### src/rtl/count_seq_ctrl_if.sv
// Bundle of host-side and counter-side signals for count_seq_ctrl.
// master: host/counter model side (drives start/stop/pause/mode/tc/cnt_q).
// slave:  the sequencer (drives cnt_en/cnt_clr/busy/done/runs).
interface count_seq_ctrl_if #(
  parameter int WIDTH = 4
);
  logic             start;
  logic             stop;
  logic             pause;
  logic             mode;
  logic [WIDTH-1:0] tc;
  logic [WIDTH-1:0] cnt_q;
  logic             cnt_en;
  logic             cnt_clr;
  logic             busy;
  logic             done;
  logic [WIDTH-1:0] runs;

  modport master (
    output start, stop, pause, mode, tc, cnt_q,
    input  cnt_en, cnt_clr, busy, done, runs
  );

  modport slave (
    input  start, stop, pause, mode, tc, cnt_q,
    output cnt_en, cnt_clr, busy, done, runs
  );
endinterface

### src/rtl/count_seq_ctrl.sv
// Sequencer for a WIDTH-bit up-counter: clears it, enables it up to tc, pulses done.
// Ports: clk, rst (async active-low), bus (slave modport: start/stop/pause/mode/tc/cnt_q in;
//        cnt_en/cnt_clr/busy/done/runs out). One-shot or auto-reload; stop > pause > start.
module count_seq_ctrl #(
  parameter int WIDTH = 4
) (
  input  logic            clk,
  input  logic            rst,
  count_seq_ctrl_if.slave bus
);

  typedef enum logic [1:0] {
    IDLE  = 2'd0,
    CLEAR = 2'd1,
    RUN   = 2'd2,
    DONE  = 2'd3
  } state_t;

  state_t           state;
  state_t           state_nxt;
  logic [WIDTH-1:0] tc_r;
  logic             mode_r;
  logic [WIDTH-1:0] runs_r;
  logic             done_r;
  logic             at_tc;
  logic             cnt_en_c;
  logic             cnt_clr_c;

  assign at_tc = (bus.cnt_q == tc_r);

  always_comb begin
    state_nxt = state;
    cnt_en_c  = 1'b0;
    cnt_clr_c = 1'b0;
    case (state)
      IDLE: begin
        if (bus.start && !bus.stop) state_nxt = CLEAR;
      end
      CLEAR: begin
        cnt_clr_c = !bus.stop;
        state_nxt = bus.stop ? IDLE : RUN;
      end
      RUN: begin
        // pause only gates the enable; reaching tc still ends the run
        cnt_en_c = !bus.stop && !bus.pause && !at_tc;
        if (bus.stop)   state_nxt = IDLE;
        else if (at_tc) state_nxt = DONE;
      end
      DONE: begin
        // a stop landing on DONE keeps this pulse but cancels the reload
        state_nxt = (mode_r && !bus.stop) ? CLEAR : IDLE;
      end
      default: state_nxt = IDLE;
    endcase
  end

  always_ff @(posedge clk or negedge rst) begin
    if (!rst) begin
      state  <= IDLE;
      tc_r   <= '0;
      mode_r <= 1'b0;
      runs_r <= '0;
      done_r <= 1'b0;
    end else begin
      state  <= state_nxt;
      // done is registered so it is high exactly while the FSM sits in DONE
      done_r <= (state_nxt == DONE);
      if (state == IDLE && bus.start && !bus.stop) begin
        tc_r   <= bus.tc;
        mode_r <= bus.mode;
        runs_r <= '0;
      end else if (state == DONE) begin
        runs_r <= runs_r + 1'b1;
      end
    end
  end

  assign bus.cnt_en  = cnt_en_c;
  assign bus.cnt_clr = cnt_clr_c;
  assign bus.busy    = (state != IDLE);
  assign bus.done    = done_r;
  assign bus.runs    = runs_r;

endmodule
### src/flat_wrapper.sv
// flat-port wrapper written by rule: the top's interface ports become plain ports
module count_seq_ctrl_flat 
#(
  parameter int WIDTH = 4
)
  (clk, rst, bus_start, bus_stop, bus_pause, bus_mode, bus_tc, bus_cnt_q, bus_cnt_en, bus_cnt_clr, bus_busy, bus_done, bus_runs);
  count_seq_ctrl_if #(.WIDTH(WIDTH)) bus_i ();
  input  logic clk;
  input  logic rst;
  input wire logic [$bits(bus_i.start)-1:0] bus_start;
  input wire logic [$bits(bus_i.stop)-1:0] bus_stop;
  input wire logic [$bits(bus_i.pause)-1:0] bus_pause;
  input wire logic [$bits(bus_i.mode)-1:0] bus_mode;
  input wire logic [$bits(bus_i.tc)-1:0] bus_tc;
  input wire logic [$bits(bus_i.cnt_q)-1:0] bus_cnt_q;
  output wire logic [$bits(bus_i.cnt_en)-1:0] bus_cnt_en;
  output wire logic [$bits(bus_i.cnt_clr)-1:0] bus_cnt_clr;
  output wire logic [$bits(bus_i.busy)-1:0] bus_busy;
  output wire logic [$bits(bus_i.done)-1:0] bus_done;
  output wire logic [$bits(bus_i.runs)-1:0] bus_runs;
  assign bus_i.start = bus_start;
  assign bus_i.stop = bus_stop;
  assign bus_i.pause = bus_pause;
  assign bus_i.mode = bus_mode;
  assign bus_i.tc = bus_tc;
  assign bus_i.cnt_q = bus_cnt_q;
  assign bus_cnt_en = bus_i.cnt_en;
  assign bus_cnt_clr = bus_i.cnt_clr;
  assign bus_busy = bus_i.busy;
  assign bus_done = bus_i.done;
  assign bus_runs = bus_i.runs;
  count_seq_ctrl #(.WIDTH(WIDTH)) u_core (.clk(clk), .rst(rst), .bus(bus_i));
endmodule
### config.mk
export PLATFORM = sky130hd
export DESIGN_NAME = count_seq_ctrl_flat
export DESIGN_NICKNAME = d
export VERILOG_FILES = /design/src/rtl/count_seq_ctrl_if.sv /design/src/rtl/count_seq_ctrl.sv /design/src/flat_wrapper.sv
export SDC_FILE = /design/constraint.sdc
export NUM_CORES = 1
export LEC_CHECK = 0
export CAP_MARGIN = 30
export CELL_PAD_IN_SITES_DETAIL_PLACEMENT = 1
export CELL_PAD_IN_SITES_GLOBAL_PLACEMENT = 1
export CORE_UTILIZATION = 34
export CTS_BUF_LIST = sky130_fd_sc_hd__clkbuf_4
export DETAILED_ROUTE_END_ITERATION = 16
export PLACE_DENSITY_LB_ADDON = 0.1
export SLEW_MARGIN = 40
export SYNTH_ARGS = -nofsm -noshare
export SYNTH_HDL_FRONTEND = slang
export SYNTH_SLANG_ARGS = --single-unit
### constraint.sdc
create_clock -name clk -period 1.7 [get_ports clk]
set_input_delay 0.51 -clock clk [delete_from_list [all_inputs] [get_ports clk]]
set_output_delay 0.51 -clock clk [all_outputs]
set_load 0.05 [all_outputs]
==> results.cfg <==
[timing]
setup_violations = 4
tightest_slew_ns = 0.2205
hold_viol = 0
finalWorstSetupSlack_ns = -0.2130
max_freq_mhz = 522.7
rsz0062_at_grt = yes
maxSlewViolCount = 0
setup-tns-final_ns = -0.4822
fin_skew_ns = 0.009130
slew_headroom = 0.8524
min_period_ns = 1.913
fin_crit_sh = 1.125

[grt]
grt_overflow = 0
grt_usage = 0.1885
grt_max_degree = 13
grt_pass1_vias = 576
grt_pass1_wl_microns = 2635
antenna_found_initial = 0

[floorplan]
start_util = 0.3772
num_rows = 14
fp.dieArea_sq_um = 1900
io_pins = 22
chipHeight_microns = 43.59
core_sq_um = 1559
die_w_microns = 43.59

[critical_path]
startpoint_type = flip-flop
criticalPathCategory = flip-flop to primary output
cp.required_ns = 1.19
cp-end-kind = primary output
crit_arrival_ns = 1.40
critPathMaxFanout = 2

[cts]
cts-root-buf = clkbuf_4
cts.sinks = 12
max-clock-path-buffers = 2
htreeDepth = 1
clk_latency_ns = 0.28
cts_tree = done
clkTransAtPathRegs_ns = 0.08
cts_buffers = 3

[cells_and_area]
syn2layout_area_growth_pct = 81.92
seqCellArea_sq_um = 300.3
n_fill_cell = 154
finalNetCount = 103
finalNonFillerCells = 103
multi_input_area_sq_um = 321.6
antenna-diode-count = 0
drive_above_1_share = 0.4138
stdcell_area_sq_um = 1070

[drt]
vias = 517
drtIter0Drc = 5
ant_nets = 0
drc = 2
routedWlPerCell_microns = 14.72
dr.pass1.iters = 10
routed_wl_microns = 1516
via_per_inst = 5.019

[synthesis]
synth_cell_type_count = 20
synthMuxAreaShare = 0.09574
synth_top_family_by_area = simple AND/OR/NAND/NOR gates
yosysWarnings = 0
synthSimpleGateAreaFrac = 0.2000
syn_area_per_cell_sq_um = 11.76
synth_seq_area_share = 0.5106
syn_nets = 65
syn_area_sq_um = 588.1
synth_xor_xnor_area_share = 0.08936
ys_ff_latch = 12
synth_fa_ha_area_frac = 0.02128
synth_compound_gate_area_share = 0.05532
syn_inst = 50

[placement]
dpl_cell_area_sq_um = 939.7
post-dp-hpwl_microns = 1110
port_buffers = 21
place_ws_ns = -0.4829
gp_congestion = 0.7122
dp.cells = 93

[power]
p_total_mw = 0.8414
power_leakage_nw = 0.4702
power_density_nw_per_um2 = 786.5
vdd_drop_max_uv = 556.6

[status]
status = finished with violations
failed_checks = design-rule violations, negative setup slack

[run]
cap_viol_max_count = 0

[worst_hold_path]
hold_class = input port to async pin
[synth_stat cells]
master    number  area, sq um
a21oi_1        3        15.01
a31oi_1        1        6.260
buf_2          1        5.000
buf_6          1        11.26
dfrtp_1       12        300.3
ha_1           1        12.51
mux2_2         5        56.30
nand2_1        2        7.510
nand2b_1       2        12.51
nand3_1        3        15.01
nand4_1        1        6.260
nor2_1         3        11.26
nor3b_1        3        22.52
nor4b_4        1        23.77
o21ai_0        1        5.000
o22ai_1        1        6.260
or2_2          2        12.51
or3_1          1        6.260
xnor2_1        4        35.03
xor2_1         2        17.52
[sequential cells by signal, indices dropped and copies added (netlist names)]
signal           flops
u_core.state         2
u_core.bus.done      1
u_core.mode_r        1
u_core.bus.runs      4
u_core.tc_r          4
[critical path: stages, from the launching register on]
cell	delay [ns]
dfrtp_1	0.38
nand2b_4	0.14
or2_4	0.24
nor3b_4	0.21
buf_12	0.16
[path summary, 6_finish.rpt]
kind                            startpoint               to  slack [ns]  cells after the start
max                        u_core.state[0]       bus_cnt_en       -0.21                      4
min                                    rst   u_core.tc_r[0]        0.53                      2
max reg2reg                u_core.state[1]    u_core.mode_r       -0.01                      6
min reg2reg                 u_core.tc_r[2]   u_core.tc_r[2]        0.54                      1
max in group asynchronous              rst  u_core.state[1]        1.00                      2
min in group clk            u_core.tc_r[2]   u_core.tc_r[2]        0.54                      1
[logic make-up (layout without fill, tap and decap cells)]
| logic type | count (synthesis) | in the layout |
|---|---|---|
| adder cells (fa/ha/maj) | 1 | 1 |
| multiplexers | 5 | 5 |
| XOR/XNOR | 6 | 6 |
| AO/OA/AOI/OAI | 6 | 6 |
| AND/OR/NAND/NOR | 18 | 18 |
| buffers and inverters | 2 | 39 |
| flip-flops | 12 | 12 |
[routing by layer]
layer | vias up | track usage | part of all wire
met4 | 0 | 0.05625 | 0
met5 | - | 0 | 0
li1 | 250 | - | -
met1 | 250 | 0.2447 | 0.44
met2 | 17 | 0.3164 | 0.53
met3 | 0 | 0.03750 | 0.036
[where the power goes]
part,internal [mW],switching (mW)
combinational,0.179,0.120
sequential,0.323,0.0341
clock,0.0850,0.101
total,0.587,0.255
[cells in the final DEF, fill, tap and decap left out]
cell type | netlist | final
nand2b_4 | 0 | 1
buf_4 | 0 | 10
nand2b_1 | 2 | 1
nand3_1 | 3 | 3
or3_1 | 1 | 1
xnor2_1 | 4 | 4
buf_8 | 0 | 1
ha_1 | 1 | 1
clkinv_1 | 0 | 1
dfrtp_1 | 12 | 12
dlygate4sd2_1 | 0 | 3
buf_6 | 1 | 4
mux2_2 | 5 | 1
clkdlybuf4s50_1 | 0 | 8
nand2_1 | 2 | 2
o21ai_0 | 1 | 1
nor3b_1 | 3 | 1
nor2_1 | 3 | 3
o22ai_1 | 1 | 1
nor4b_4 | 1 | 1
clkbuf_4 | 0 | 3
a21oi_1 | 3 | 3
mux2_4 | 0 | 4
nor3b_4 | 0 | 2
or2_4 | 0 | 2
nand4_1 | 1 | 1
buf_12 | 0 | 7
a31oi_1 | 1 | 1
xor2_1 | 2 | 2
clkdlybuf4s15_1 | 0 | 2
[layout make-up]
cell class	count	area share
clock buffer	3	0.02105
clock inverter	1	0.003509
multi-input combinational	36	0.3006
sequential	12	0.2807
tap	16	0.01871
timing repair buffer	35	0.3754
[through the flow]
stage	hold slack [ns]	utilization
after floorplan	0.2144	-
after global placement	0.5002	0.6027
after detailed placement	0.5214	0.6027
after CTS	0.5282	0.6613
after global routing	0.5468	0.6862
final	0.5332	0.6862
[timing repair]
item / CTS / global route
endpoints found under the hold margin: 0 / 0
setup endpoints to repair: 8 / 3
cloned: 0 / 0
setup buffers: 4 / 3
gates resized for setup: 15 / 7
pin swaps: 6 / 6
hold buffers: 0 / 0
Note: power is estimated with default switching activity, not from simulation.
